[config.mk]
export PLATFORM = sky130hd
export DESIGN_NAME = ps2_key_sequencer_flat
export DESIGN_NICKNAME = d
export VERILOG_FILES = /design/src/rtl/ps2_pkg.sv /design/src/rtl/ps2_key_sequencer_if.sv /design/src/rtl/ps2_event_fifo.sv /design/src/rtl/ps2_key_sequencer.sv /design/src/flat_wrapper.sv
export SDC_FILE = /design/constraint.sdc
export NUM_CORES = 1
export LEC_CHECK = 0
export BUFFER_PORTS_ARGS = -buffer_cell sky130_fd_sc_hd__buf_2
export CAP_MARGIN = 20
export CORE_ASPECT_RATIO = 1.5
export CORE_MARGIN = 5
export CORE_UTILIZATION = 57
export CTS_CLUSTER_DIAMETER = 200
export DETAILED_ROUTE_END_ITERATION = 16
export MAX_ROUTING_LAYER = met4
export PLACE_DENSITY = 0.8
export SLEW_MARGIN = 40
export SYNTH_ARGS = -nofsm -noshare
export SYNTH_HDL_FRONTEND = slang
export SYNTH_SLANG_ARGS = --single-unit
[constraint.sdc]
create_clock -name clock -period 3.25 [get_ports clock]
set_input_delay 0.4875 -clock clock [delete_from_list [all_inputs] [get_ports clock]]
set_output_delay 0.4875 -clock clock [all_outputs]
set_load 0.01 [all_outputs]
[src/rtl/ps2_pkg.sv]
// Shared scancode constants, key indices, FSM encoding and the scancode-to-key
// lookup used by the PS/2 key sequencer.
package ps2_pkg;

    localparam int NUM_KEYS = 16;
    localparam int KEY_W    = 4;
    localparam int EVT_W    = KEY_W + 1;

    localparam logic [7:0] SC_E0    = 8'hE0;
    localparam logic [7:0] SC_F0    = 8'hF0;
    localparam logic [7:0] SC_UP    = 8'h75;
    localparam logic [7:0] SC_LEFT  = 8'h6B;
    localparam logic [7:0] SC_DOWN  = 8'h72;
    localparam logic [7:0] SC_RIGHT = 8'h74;
    localparam logic [7:0] SC_1     = 8'h16;
    localparam logic [7:0] SC_2     = 8'h1E;
    localparam logic [7:0] SC_3     = 8'h26;
    localparam logic [7:0] SC_4     = 8'h25;
    localparam logic [7:0] SC_5     = 8'h2E;
    localparam logic [7:0] SC_T     = 8'h2C;
    localparam logic [7:0] SC_W     = 8'h1D;
    localparam logic [7:0] SC_A     = 8'h1C;
    localparam logic [7:0] SC_S     = 8'h1B;
    localparam logic [7:0] SC_D     = 8'h23;
    localparam logic [7:0] SC_R     = 8'h2D;
    localparam logic [7:0] SC_P     = 8'h4D;

    localparam logic [KEY_W-1:0] KEY_UP    = 4'd0;
    localparam logic [KEY_W-1:0] KEY_LEFT  = 4'd1;
    localparam logic [KEY_W-1:0] KEY_DOWN  = 4'd2;
    localparam logic [KEY_W-1:0] KEY_RIGHT = 4'd3;
    localparam logic [KEY_W-1:0] KEY_1     = 4'd4;
    localparam logic [KEY_W-1:0] KEY_2     = 4'd5;
    localparam logic [KEY_W-1:0] KEY_3     = 4'd6;
    localparam logic [KEY_W-1:0] KEY_4     = 4'd7;
    localparam logic [KEY_W-1:0] KEY_5     = 4'd8;
    localparam logic [KEY_W-1:0] KEY_T     = 4'd9;
    localparam logic [KEY_W-1:0] KEY_W_    = 4'd10;
    localparam logic [KEY_W-1:0] KEY_A     = 4'd11;
    localparam logic [KEY_W-1:0] KEY_S     = 4'd12;
    localparam logic [KEY_W-1:0] KEY_D     = 4'd13;
    localparam logic [KEY_W-1:0] KEY_R     = 4'd14;
    localparam logic [KEY_W-1:0] KEY_P     = 4'd15;

    typedef enum logic [1:0] {
        ST_IDLE,
        ST_GOT_E0,
        ST_GOT_F0,
        ST_GOT_E0_F0
    } ps2_state_e;

    typedef struct packed {
        logic             hit;
        logic [KEY_W-1:0] idx;
    } key_match_t;

    // Arrow codes only count with the E0 prefix; bare they are keypad keys.
    function automatic key_match_t key_match(input logic [7:0] code, input logic ext);
        key_match_t m;
        m.hit = 1'b1;
        m.idx = '0;
        if (ext) begin
            case (code)
                SC_UP:    m.idx = KEY_UP;
                SC_LEFT:  m.idx = KEY_LEFT;
                SC_DOWN:  m.idx = KEY_DOWN;
                SC_RIGHT: m.idx = KEY_RIGHT;
                default:  m.hit = 1'b0;
            endcase
        end else begin
            case (code)
                SC_1:    m.idx = KEY_1;
                SC_2:    m.idx = KEY_2;
                SC_3:    m.idx = KEY_3;
                SC_4:    m.idx = KEY_4;
                SC_5:    m.idx = KEY_5;
                SC_T:    m.idx = KEY_T;
                SC_W:    m.idx = KEY_W_;
                SC_A:    m.idx = KEY_A;
                SC_S:    m.idx = KEY_S;
                SC_D:    m.idx = KEY_D;
                SC_R:    m.idx = KEY_R;
                SC_P:    m.idx = KEY_P;
                default: m.hit = 1'b0;
            endcase
        end
        return m;
    endfunction

endpackage

[src/rtl/ps2_key_sequencer_if.sv]
// Byte-in / event-out bus of the key sequencer: receiver strobe plus FIFO pop handshake.
interface ps2_key_sequencer_if;
    import ps2_pkg::*;

    logic [7:0]       code_in;
    logic             code_valid;
    logic             event_valid;
    logic [EVT_W-1:0] event_data;
    logic             event_ready;

    modport master (
        output code_in, code_valid, event_ready,
        input  event_valid, event_data
    );

    modport slave (
        input  code_in, code_valid, event_ready,
        output event_valid, event_data
    );
endinterface

[src/rtl/ps2_event_fifo.sv]
// First-word fall-through event FIFO with a sticky overflow flag for dropped pushes.
module ps2_event_fifo #(
    parameter int W     = 5,
    parameter int DEPTH = 4
) (
    input  logic         clock,
    input  logic         reset_n,
    input  logic         push,
    input  logic [W-1:0] din,
    input  logic         pop,
    output logic [W-1:0] dout,
    output logic         valid,
    output logic         overflow,
    input  logic         clear_overflow
);
    localparam int AW = $clog2(DEPTH);
    localparam int CW = AW + 1;

    logic [W-1:0]  r_mem [DEPTH];
    logic [AW-1:0] r_wr, r_rd;
    logic [CW-1:0] r_cnt;
    logic          r_ovf;

    logic w_empty, w_full, w_do_pop, w_do_push, w_drop;

    assign w_empty   = (r_cnt == '0);
    assign w_full    = (r_cnt == CW'(DEPTH));
    assign w_do_pop  = pop && !w_empty;
    // A pop in the same cycle frees the slot, so a full FIFO still accepts the push.
    assign w_do_push = push && (!w_full || w_do_pop);
    assign w_drop    = push && !w_do_push;

    always_ff @(posedge clock or negedge reset_n) begin
        if (!reset_n) begin
            for (int i = 0; i < DEPTH; i++) r_mem[i] <= '0;
            r_wr  <= '0;
            r_rd  <= '0;
            r_cnt <= '0;
            r_ovf <= 1'b0;
        end else begin
            if (w_do_push) begin
                r_mem[r_wr] <= din;
                r_wr        <= r_wr + AW'(1);
            end
            if (w_do_pop) r_rd <= r_rd + AW'(1);
            case ({w_do_push, w_do_pop})
                2'b10:   r_cnt <= r_cnt + CW'(1);
                2'b01:   r_cnt <= r_cnt - CW'(1);
                default: r_cnt <= r_cnt;
            endcase
            if (w_drop)              r_ovf <= 1'b1;
            else if (clear_overflow) r_ovf <= 1'b0;
        end
    end

    assign valid    = !w_empty;
    assign dout     = w_empty ? '0 : r_mem[r_rd];
    assign overflow = r_ovf;
endmodule

[src/rtl/ps2_key_sequencer.sv]
// PS/2 scancode sequencer: E0/F0 prefix FSM, held-key bitmap, press/release pulses
// and an event FIFO for processor polling.
module ps2_key_sequencer
    import ps2_pkg::*;
#(
    parameter int EVT_DEPTH      = 4,
    parameter int PREFIX_TIMEOUT = 50000
) (
    input  logic                clock,
    input  logic                reset_n,
    ps2_key_sequencer_if.slave  bus,
    output logic [NUM_KEYS-1:0] key_held,
    output logic [NUM_KEYS-1:0] key_press,
    output logic [NUM_KEYS-1:0] key_release,
    output logic                overflow,
    input  logic                clear_overflow
);
    localparam int TW = (PREFIX_TIMEOUT > 2) ? $clog2(PREFIX_TIMEOUT) : 1;

    ps2_state_e          r_state, w_next;
    logic [TW-1:0]       r_tmo;
    logic [NUM_KEYS-1:0] r_held, r_press, r_release;

    key_match_t          w_m;
    logic                w_ext, w_brk_state, w_key_byte, w_press, w_rel, w_timeout;
    logic [NUM_KEYS-1:0] w_onehot;
    logic [EVT_W-1:0]    w_evt_data;
    logic                w_evt_valid;

    assign w_timeout = (r_state != ST_IDLE) && !bus.code_valid
                    && (r_tmo == TW'(PREFIX_TIMEOUT - 1));

    always_ff @(posedge clock or negedge reset_n) begin
        if (!reset_n) begin
            r_state <= ST_IDLE;
            r_tmo   <= '0;
        end else begin
            r_state <= w_next;
            if (bus.code_valid || r_state == ST_IDLE || w_timeout) r_tmo <= '0;
            else                                                   r_tmo <= r_tmo + TW'(1);
        end
    end

    always_comb begin
        w_next      = r_state;
        w_ext       = (r_state == ST_GOT_E0) || (r_state == ST_GOT_E0_F0);
        w_brk_state = (r_state == ST_GOT_F0) || (r_state == ST_GOT_E0_F0);
        w_m         = key_match(bus.code_in, w_ext);
        w_key_byte  = 1'b0;
        if (bus.code_valid) begin
            if (bus.code_in == SC_E0) begin
                w_next = ST_GOT_E0;
            end else if (bus.code_in == SC_F0) begin
                if (r_state == ST_IDLE)        w_next = ST_GOT_F0;
                else if (r_state == ST_GOT_E0) w_next = ST_GOT_E0_F0;
            end else begin
                w_next     = ST_IDLE;
                w_key_byte = w_m.hit;
            end
        end else if (w_timeout) begin
            w_next = ST_IDLE;
        end
        w_onehot = NUM_KEYS'(1) << w_m.idx;
        // Typematic repeats of a held key and breaks of an unheld key are silent.
        w_press  = w_key_byte && !w_brk_state && !r_held[w_m.idx];
        w_rel    = w_key_byte &&  w_brk_state &&  r_held[w_m.idx];
    end

    always_ff @(posedge clock or negedge reset_n) begin
        if (!reset_n) begin
            r_held    <= '0;
            r_press   <= '0;
            r_release <= '0;
        end else begin
            if (w_press)    r_held <= r_held | w_onehot;
            else if (w_rel) r_held <= r_held & ~w_onehot;
            r_press   <= w_press ? w_onehot : '0;
            r_release <= w_rel   ? w_onehot : '0;
        end
    end

    ps2_event_fifo #(
        .W     (EVT_W),
        .DEPTH (EVT_DEPTH)
    ) u_fifo (
        .clock          (clock),
        .reset_n        (reset_n),
        .push           (w_press || w_rel),
        .din            ({w_rel, w_m.idx}),
        .pop            (bus.event_ready),
        .dout           (w_evt_data),
        .valid          (w_evt_valid),
        .overflow       (overflow),
        .clear_overflow (clear_overflow)
    );

    assign bus.event_data  = w_evt_data;
    assign bus.event_valid = w_evt_valid;
    assign key_held        = r_held;
    assign key_press       = r_press;
    assign key_release     = r_release;
endmodule

[src/flat_wrapper.sv]
// flat-port wrapper written by rule: the top's interface ports become plain ports
module ps2_key_sequencer_flat import ps2_pkg::*;
#(
    parameter int EVT_DEPTH      = 4,
    parameter int PREFIX_TIMEOUT = 50000
)
  (clock, reset_n, key_held, key_press, key_release, overflow, clear_overflow, bus_code_in, bus_code_valid, bus_event_ready, bus_event_valid, bus_event_data);
  ps2_key_sequencer_if bus_i ();
  input  logic clock;
  input  logic reset_n;
  output logic [NUM_KEYS-1:0] key_held;
  output logic [NUM_KEYS-1:0] key_press;
  output logic [NUM_KEYS-1:0] key_release;
  output logic overflow;
  input  logic clear_overflow;
  input wire logic [$bits(bus_i.code_in)-1:0] bus_code_in;
  input wire logic [$bits(bus_i.code_valid)-1:0] bus_code_valid;
  input wire logic [$bits(bus_i.event_ready)-1:0] bus_event_ready;
  output wire logic [$bits(bus_i.event_valid)-1:0] bus_event_valid;
  output wire logic [$bits(bus_i.event_data)-1:0] bus_event_data;
  assign bus_i.code_in = bus_code_in;
  assign bus_i.code_valid = bus_code_valid;
  assign bus_i.event_ready = bus_event_ready;
  assign bus_event_valid = bus_i.event_valid;
  assign bus_event_data = bus_i.event_data;
  ps2_key_sequencer #(.EVT_DEPTH(EVT_DEPTH), .PREFIX_TIMEOUT(PREFIX_TIMEOUT)) u_core (.clock(clock), .reset_n(reset_n), .bus(bus_i), .key_held(key_held), .key_press(key_press), .key_release(key_release), .overflow(overflow), .clear_overflow(clear_overflow));
endmodule
# Word level (Yosys, flattened, before mapping)
# Cells that the tools add are included.
dict set report word_totals {
  register_bits 94
  in_bits 13
  output_inout_bits 55
  elab_cells 117
}
dict set report classes {
  addsub 5
  magnitude_cmp 4
  eq_ne 26
  shifts 1
  muxes 31
  bitwise 5
  n_reduce_logical 32
}
# op n
set ops {}
lappend ops {{two-way mux 16 bit} 5}
lappend ops {{== test 8 x 6 -> 1 bit, second input constant} 6}
lappend ops {{one-hot mux 4 bit (12 select lines)} 1}
lappend ops {{== test 8 x 5 -> 1 bit, second input constant} 5}
lappend ops {{== test 8 x 7 -> 1 bit, second input constant} 5}
lappend ops {{two-way mux 5 bit} 5}
lappend ops {{bitwise mux 20 bit} 1}
lappend ops {{adder 16 x 1 -> 16 bit, second input constant} 1}
lappend ops {{bitwise AND 16 bit} 1}
lappend ops {{== test 16 bit, second input constant} 1}
lappend ops {{== test 8 bit, second input constant} 2}
lappend ops {{NOT 16 bit} 1}
lappend ops {{OR 16 bit} 1}
lappend ops {{<< shifter 1 x 4 -> 16 bit, first input constant} 1}
lappend ops {{two-way mux 2 bit} 6}
lappend ops {{OR reduction 12 bit} 1}
lappend ops {{binary-select mux 5 bit (select 2 bit)} 1}
lappend ops {{demux 5 bit (select 2 bit)} 1}
lappend ops {{logical AND 1 bit} 10}
lappend ops {{nonzero test 2 bit} 5}
lappend ops {{two-way mux 1 bit} 8}
lappend ops {{== test 2 bit, second input constant} 3}
lappend ops {{greater-or-equal comparator 3 bit, second input constant} 2}
lappend ops {{logical NOT 1 bit} 6}
lappend ops {{other kinds (17)} 25}

# Longest topological paths before layout
dict set report logic_depth {
  word_depth 14
  ltp_mapped 18
  ltp_nobuf 16
}

# Modules after synthesis
# From an unflattened synthesis, not the netlist that was laid out.
dict set report hier_totals {
  hier_cells 445
  area_unflattened_um2 4779.6
}
# mod n_inst cells_per_inst area_each_um2
set by_module_without_submodules {}
lappend by_module_without_submodules {ps2_key_sequencer 1 348 3420.8}
lappend by_module_without_submodules {ps2_event_fifo 1 97 1358.8}

# Least setup slack after synthesis
# Ideal clock, no wire load.
dict set report synth_timing {
  kind {input port to flip-flop}
  startpoint {in bus_code_in[4]}
  endpoint {reg u_core.u_fifo.r_cnt[2]}
  setup_time_ns 0.079
  t_arrival_ns 3.689
  required_time_ns 3.171
  setup_slack_ns -0.518
  cell_stages 17
  cell_sequence {buf_4 > or4b_4 > o221a_4 > a21oi_4 > buf_6 > mux2i_1 > a22oi_1 > a2bb2oi_2 > a21o_4 > a21boi_2 > inv_1 > ha_1 > inv_1 > fa_1 > xor2_1 > nor2_1 > xor2_1}
}
dict set report synth_via {
  elab_chain_len 13
}
# element line
set synth_rtl {}
lappend synth_rtl {{start, declared} flat_wrapper.sv:16} ;# input wire logic [$bits(bus_i.code_in)-1:0] bus_code_in;
lappend synth_rtl {{parallel branches: the longest is 9 deep, another holds one-hot mux 4 bit (12 select lines)} n/a}
lappend synth_rtl {{logical OR 1 bit (*)} ps2_key_sequencer.sv:88} ;# .push (w_press || w_rel),
lappend synth_rtl {{logical AND 1 bit (*)} ps2_event_fifo.sv:30} ;# assign w_do_push = push && (!w_full || w_do_pop);
lappend synth_rtl {{== test 2 x 1 -> 1 bit or == test 2 bit (tied branches)} ps2_event_fifo.sv:46} ;# case ({w_do_push, w_do_pop})
lappend synth_rtl {{one-hot mux 3 bit (2 select lines) or nonzero test 2 bit (tied branches)} n/a}
lappend synth_rtl {{end signal, assigned} ps2_event_fifo.sv:47} ;# 2'b10: r_cnt <= r_cnt + CW'(1);
lappend synth_rtl {{end signal, assigned} ps2_event_fifo.sv:48} ;# 2'b01: r_cnt <= r_cnt - CW'(1);
lappend synth_rtl {{end signal, assigned} ps2_event_fifo.sv:49} ;# default: r_cnt <= r_cnt;
lappend synth_rtl {{end, declared} ps2_event_fifo.sv:21} ;# logic [CW-1:0] r_cnt;
# Every way passes the cells marked *. The select of a mux whose other input is x is not followed.
# A chain may end at the register's enable or synchronous reset.

# Worst setup path after layout
dict set report layout_timing {
  startpoint {in bus_code_in[5]}
  endpoint {reg u_core.u_fifo.r_cnt[2]}
}
# The elaborated chain is that of the path after synthesis.

==> insert_results.sql <==
INSERT INTO impl_metrics (metric_group, metric, value, unit) VALUES
('worst_setup_path', 'worst-endpoint-arrival', '3.58', 'ns'),
('worst_setup_path', 'cp_max_fo', '5', ''),
('clock_tree', 'cts_max_level', '3', ''),
('yosys', 'synthSimpleGateAreaFrac', '17.8', '%'),
('worst_setup_path', 'ordered_cell_list_for_the_critical_path', 'buf_8 -> or4b_4 -> nor3_4 -> a21oi_4 -> a21oi_4 -> buf_6 -> mux2i_1 -> a211oi_2 -> a21oi_4 -> a21o_4 -> a21boi_4 -> inv_2 -> ha_4 -> inv_2 -> fa_2 -> xor2_1 -> nor2_1 -> xor2_1', ''),
('layout', 'layout-drive-gt1-share', '33.1', '%'),
('layout', 'flow.area_growth_from_synthesis', '28.9', '%'),
('power_and_ir_drop', 'share_comb_of_total_power', '16.6', '%'),
('worst_setup_path', 'crit_path_start_kind', 'input port', ''),
('yosys', 'synth.cell_area', '0.00461', 'mm^2'),
('die', 'design.die.area', '0.0100', 'mm^2'),
('grt', 'grtUsageTotal', '24.8', '%'),
('layout', 'stdcell_area', '0.00594', 'mm^2'),
('sta', 'rsz0062_at_grt', 'true', ''),
('worst_setup_path', 'reg2reg_setup_slack', '0.20', 'ns'),
('worst_setup_path', 'critPathMaxStageDelay', '0.57', 'ns'),
('placement', 'detailed_place.area', '0.00543', 'mm^2'),
('clock_tree', 'tritoncts', 'yes', ''),
('yosys', 'async_flop_share', '100', '%'),
('layout', 'design.final.nets', '577', ''),
('worst_setup_path', 'critical_path.most_common_cell', 'a21oi_4', ''),
('sta', 'timing.final.max_slew_violations', '0', ''),
('placement', 'port_buffer_count', '67', ''),
('yosys', 'synth-adder-area-share', '2.06', '%'),
('worst_setup_path', 'critPathRequiredTime', '3.51', 'ns'),
('status', 'violations', 'negative setup slack', ''),
('clock_tree', 'clockBufferDepth', '2', ''),
('sta', 'period_share', '102', '%'),
('status', 'run_status', 'finished with violations', ''),
('sta', 'timing.hold.ws', '0.155', 'ns'),
('yosys', 'synth_seq_area_share', '51.0', '%'),
('sta', 'fmaxAchievable', '0.301', 'GHz'),
('yosys', 'count_of_mapped_cells_out_of_synthesis', '427', ''),
('die', 'floorplan.rows', '40', ''),
('sta', 'post-route-worst-setup-slack', '-0.0699', 'ns'),
('detailed_routing', 'postRouteWirelength', '11700', 'um'),
('sta', 'final-setup-viol-count', '2', ''),
('worst_hold_path', 'min-delay-path-class', 'in2async', ''),
('grt', 'antenna_found_initial', '0', ''),
('grt', 'maximum_number_of_pins_on_one_net_before_global_route_repair', '76', ''),
('power_and_ir_drop', 'seq_power_share', '48.0', '%'),
('sta', 'fin_worst_skew', '0.00701', 'ns'),
('power_and_ir_drop', 'clock_power_share', '35.5', '%'),
('die', 'die_h', '120', 'um'),
('grt', 'wire_length_of_the_first_global_routing_pass', '19300', 'um'),
('die', 'start_util', '57.9', '%'),
('yosys', 'yosys_warnings', '0', ''),
('job', 'cap_violations', '0', ''),
('yosys', 'dominant_combinational_cell_family_by_area_after_synthesis', 'simple AND/OR/NAND/NOR gates', ''),
('detailed_routing', 'drt_iter0_drc', '264', ''),
('worst_setup_path', 'timing_worst_setup_path_type', 'in2reg', ''),
('die', 'core_region_area', '0.00796', 'mm^2'),
('sta', 'timing_hold_violations_final', '0', ''),
('power_and_ir_drop', 'switching_share', '26.9', '%'),
('sta', 'final.min_clock_period', '3.32', 'ns'),
('layout', 'antenna-diode-count', '0', ''),
('detailed_routing', 'routed-via-count', '3761', ''),
('clock_tree', 'numClockSinks', '94', ''),
('power_and_ir_drop', 'intPower', '2.00', 'mW'),
('detailed_routing', '1st_pass_router_iterations', '4', ''),
('yosys', 'synth_edf_count', '0', ''),
('layout', 'layout.cells.non_filler', '667', ''),
('detailed_routing', 'wire_per_inst', '17.5', 'um'),
('clock_tree', 'cts.reportedPaths.clkPinSlew', '0.06', 'ns'),
('detailed_routing', 'drcViolationCount', '0', ''),
('detailed_routing', 'ant_nets', '0', ''),
('clock_tree', 'skew_pair_late_insertion_delay', '0.34', 'ns'),
('sta', 'worst_max_slew_pin_slew', '0.656', 'ns'),
('placement', 'routabilityCongestion', '0.873', ''),
('grt', 'first_global_vias', '3912', ''),
('yosys', 'number_of_synthesized_register_bits', '94', '');
[worst max-delay path, delay by kind of cell]
kind | cells | cell delay, ns
AOI/OAI and AO/OA | 6 | 0.90
and+or+nand+nor | 3 | 0.90
adders and majority gates | 2 | 0.44
buffers and inverters | 4 | 0.33
xor gates and xnor gates | 2 | 0.29
muxes | 1 | 0.22
[stage by stage]
step	setup slack [ns]	util [%]	TNS (ns)
2_1_floorplan	-0.391	-	-0.735
3_3_place_gp	-0.407	68.1	-3.28
3_5_place_dp	-0.491	68.2	-6.56
4_1_cts	-0.0221	72.5	-0.0221
5_1_grt	-0.236	74.7	-1.23
6_report	-0.0699	74.7	-0.0784
[layout make-up]
| cell class | count | area, um^2 | share of cell area (%) |
|---|---|---|---|
| well taps | 105 | 131 | 2.21 |
| inverters | 15 | 56.3 | 0.947 |
| flip-flops and latches | 94 | 2350 | 39.6 |
| multi-input cells | 304 | 2260 | 38.1 |
| clock inverters | 4 | 30.0 | 0.505 |
| repair buffers | 133 | 865 | 14.5 |
| clock buffers | 12 | 246 | 4.15 |
[power by group through the flow]
stage	sequential [mW]	combinational, mW	clock (mW)
after floorplan	1.28	0.323	0
final	1.31	0.454	0.970
after detailed placement	1.33	0.431	0
after CTS	1.31	0.438	0.982
after global routing	1.32	0.505	1.05
after global placement	1.33	0.408	0
[logic make-up after synthesis]
group                    after synthesis
AO/OA/AOI/OAI                         80
buffers and inverters                 30
XOR/XNOR                              22
multiplexers                          28
adder cells (fa/ha/maj)                7
flip-flops                            94
AND/OR/NAND/NOR                      166
[cells in the final DEF (no fill, tap or decap), types with 6 or more instances in the layout]
cell type  instances
and2_1             9
inv_1             13
a21oi_4            8
clkbuf_16          9
xnor2_1           10
a211o_1           16
a21boi_0          15
o21ai_0           11
and3_1             9
buf_4             63
buf_2             64
mux2i_1            6
dfrtp_1           94
xor2_1            12
nor2_1            65
nand2_1           37
mux2_1            17
a21oi_1            6
nand3_1           11
[cell usage after synthesis (2+ instances only)]
cell type   n  area share [%]
dfrtp_1    94              51
nor2_1     65             5.3
nand2_1    37             3.0
mux2_1     17             4.2
a211o_1    16             3.0
a21boi_0   15             2.4
inv_1      15             1.2
xor2_1     12             2.3
nand3_1    11             1.2
o21ai_0    11             1.2
and2_1     10             1.4
xnor2_1    10             1.9
and3_1      9             1.2
a21oi_1     8            0.87
clkbuf_1    8            0.65
ha_1        6             1.6
mux2i_1     6             1.3
a21oi_4     5             1.8
mux4_2      5             2.4
nand2b_1    5            0.68
buf_2       4            0.43
nor3_1      4            0.43
a22oi_1     3            0.49
a31oi_1     3            0.41
nor2b_1     3            0.41
nor3b_1     3            0.49
nor4_1      3            0.41
nor4b_1     2            0.38
nor4bb_1    2            0.43
o21ai_1     2            0.22
o22ai_1     2            0.27
[final timing paths]
| path | startpoint | to | depth (start not counted) |
|---|---|---|---|
| min in group clock | clear_overflow | u_core.u_fifo.overflow$_DFFE_PN0P_ | 2 |
| min reg2reg | u_core.r_tmo[0]$_DFF_PN0_ | u_core.r_tmo[0]$_DFF_PN0_ | 1 |
| max | bus_code_in[5] | u_core.u_fifo.r_cnt[2]$_DFFE_PN0P_ | 18 |
| max reg2reg | u_core.r_state[0]$_DFFE_PN0P_ | u_core.u_fifo.r_cnt[2]$_DFFE_PN0P_ | 16 |
| min | reset_n | u_core.u_fifo.r_mem[17]$_DFFE_PN0P_ | 1 |
| max in group asynchronous | reset_n | u_core.u_fifo.r_cnt[0]$_DFFE_PN0P_ | 2 |
[repair_timing]
item / in CTS / in global routing
gates cloned: 1 / 0
endpoints found under the setup margin: 2 / 18
hold buffers: 0 / 0
buffers inserted: 2 / 12
resized for setup: 6 / 18
pin swaps: 7 / 11
[per-layer routing]
metal | global-route usage (%) | part of all wire [%]
met3 | 4.26 | 4.5
met1 | 27.9 | 38
met4 | 10.4 | 1.9
met5 | - | 0
met2 | 43.6 | 55
(Power assumes the default switching activity.)
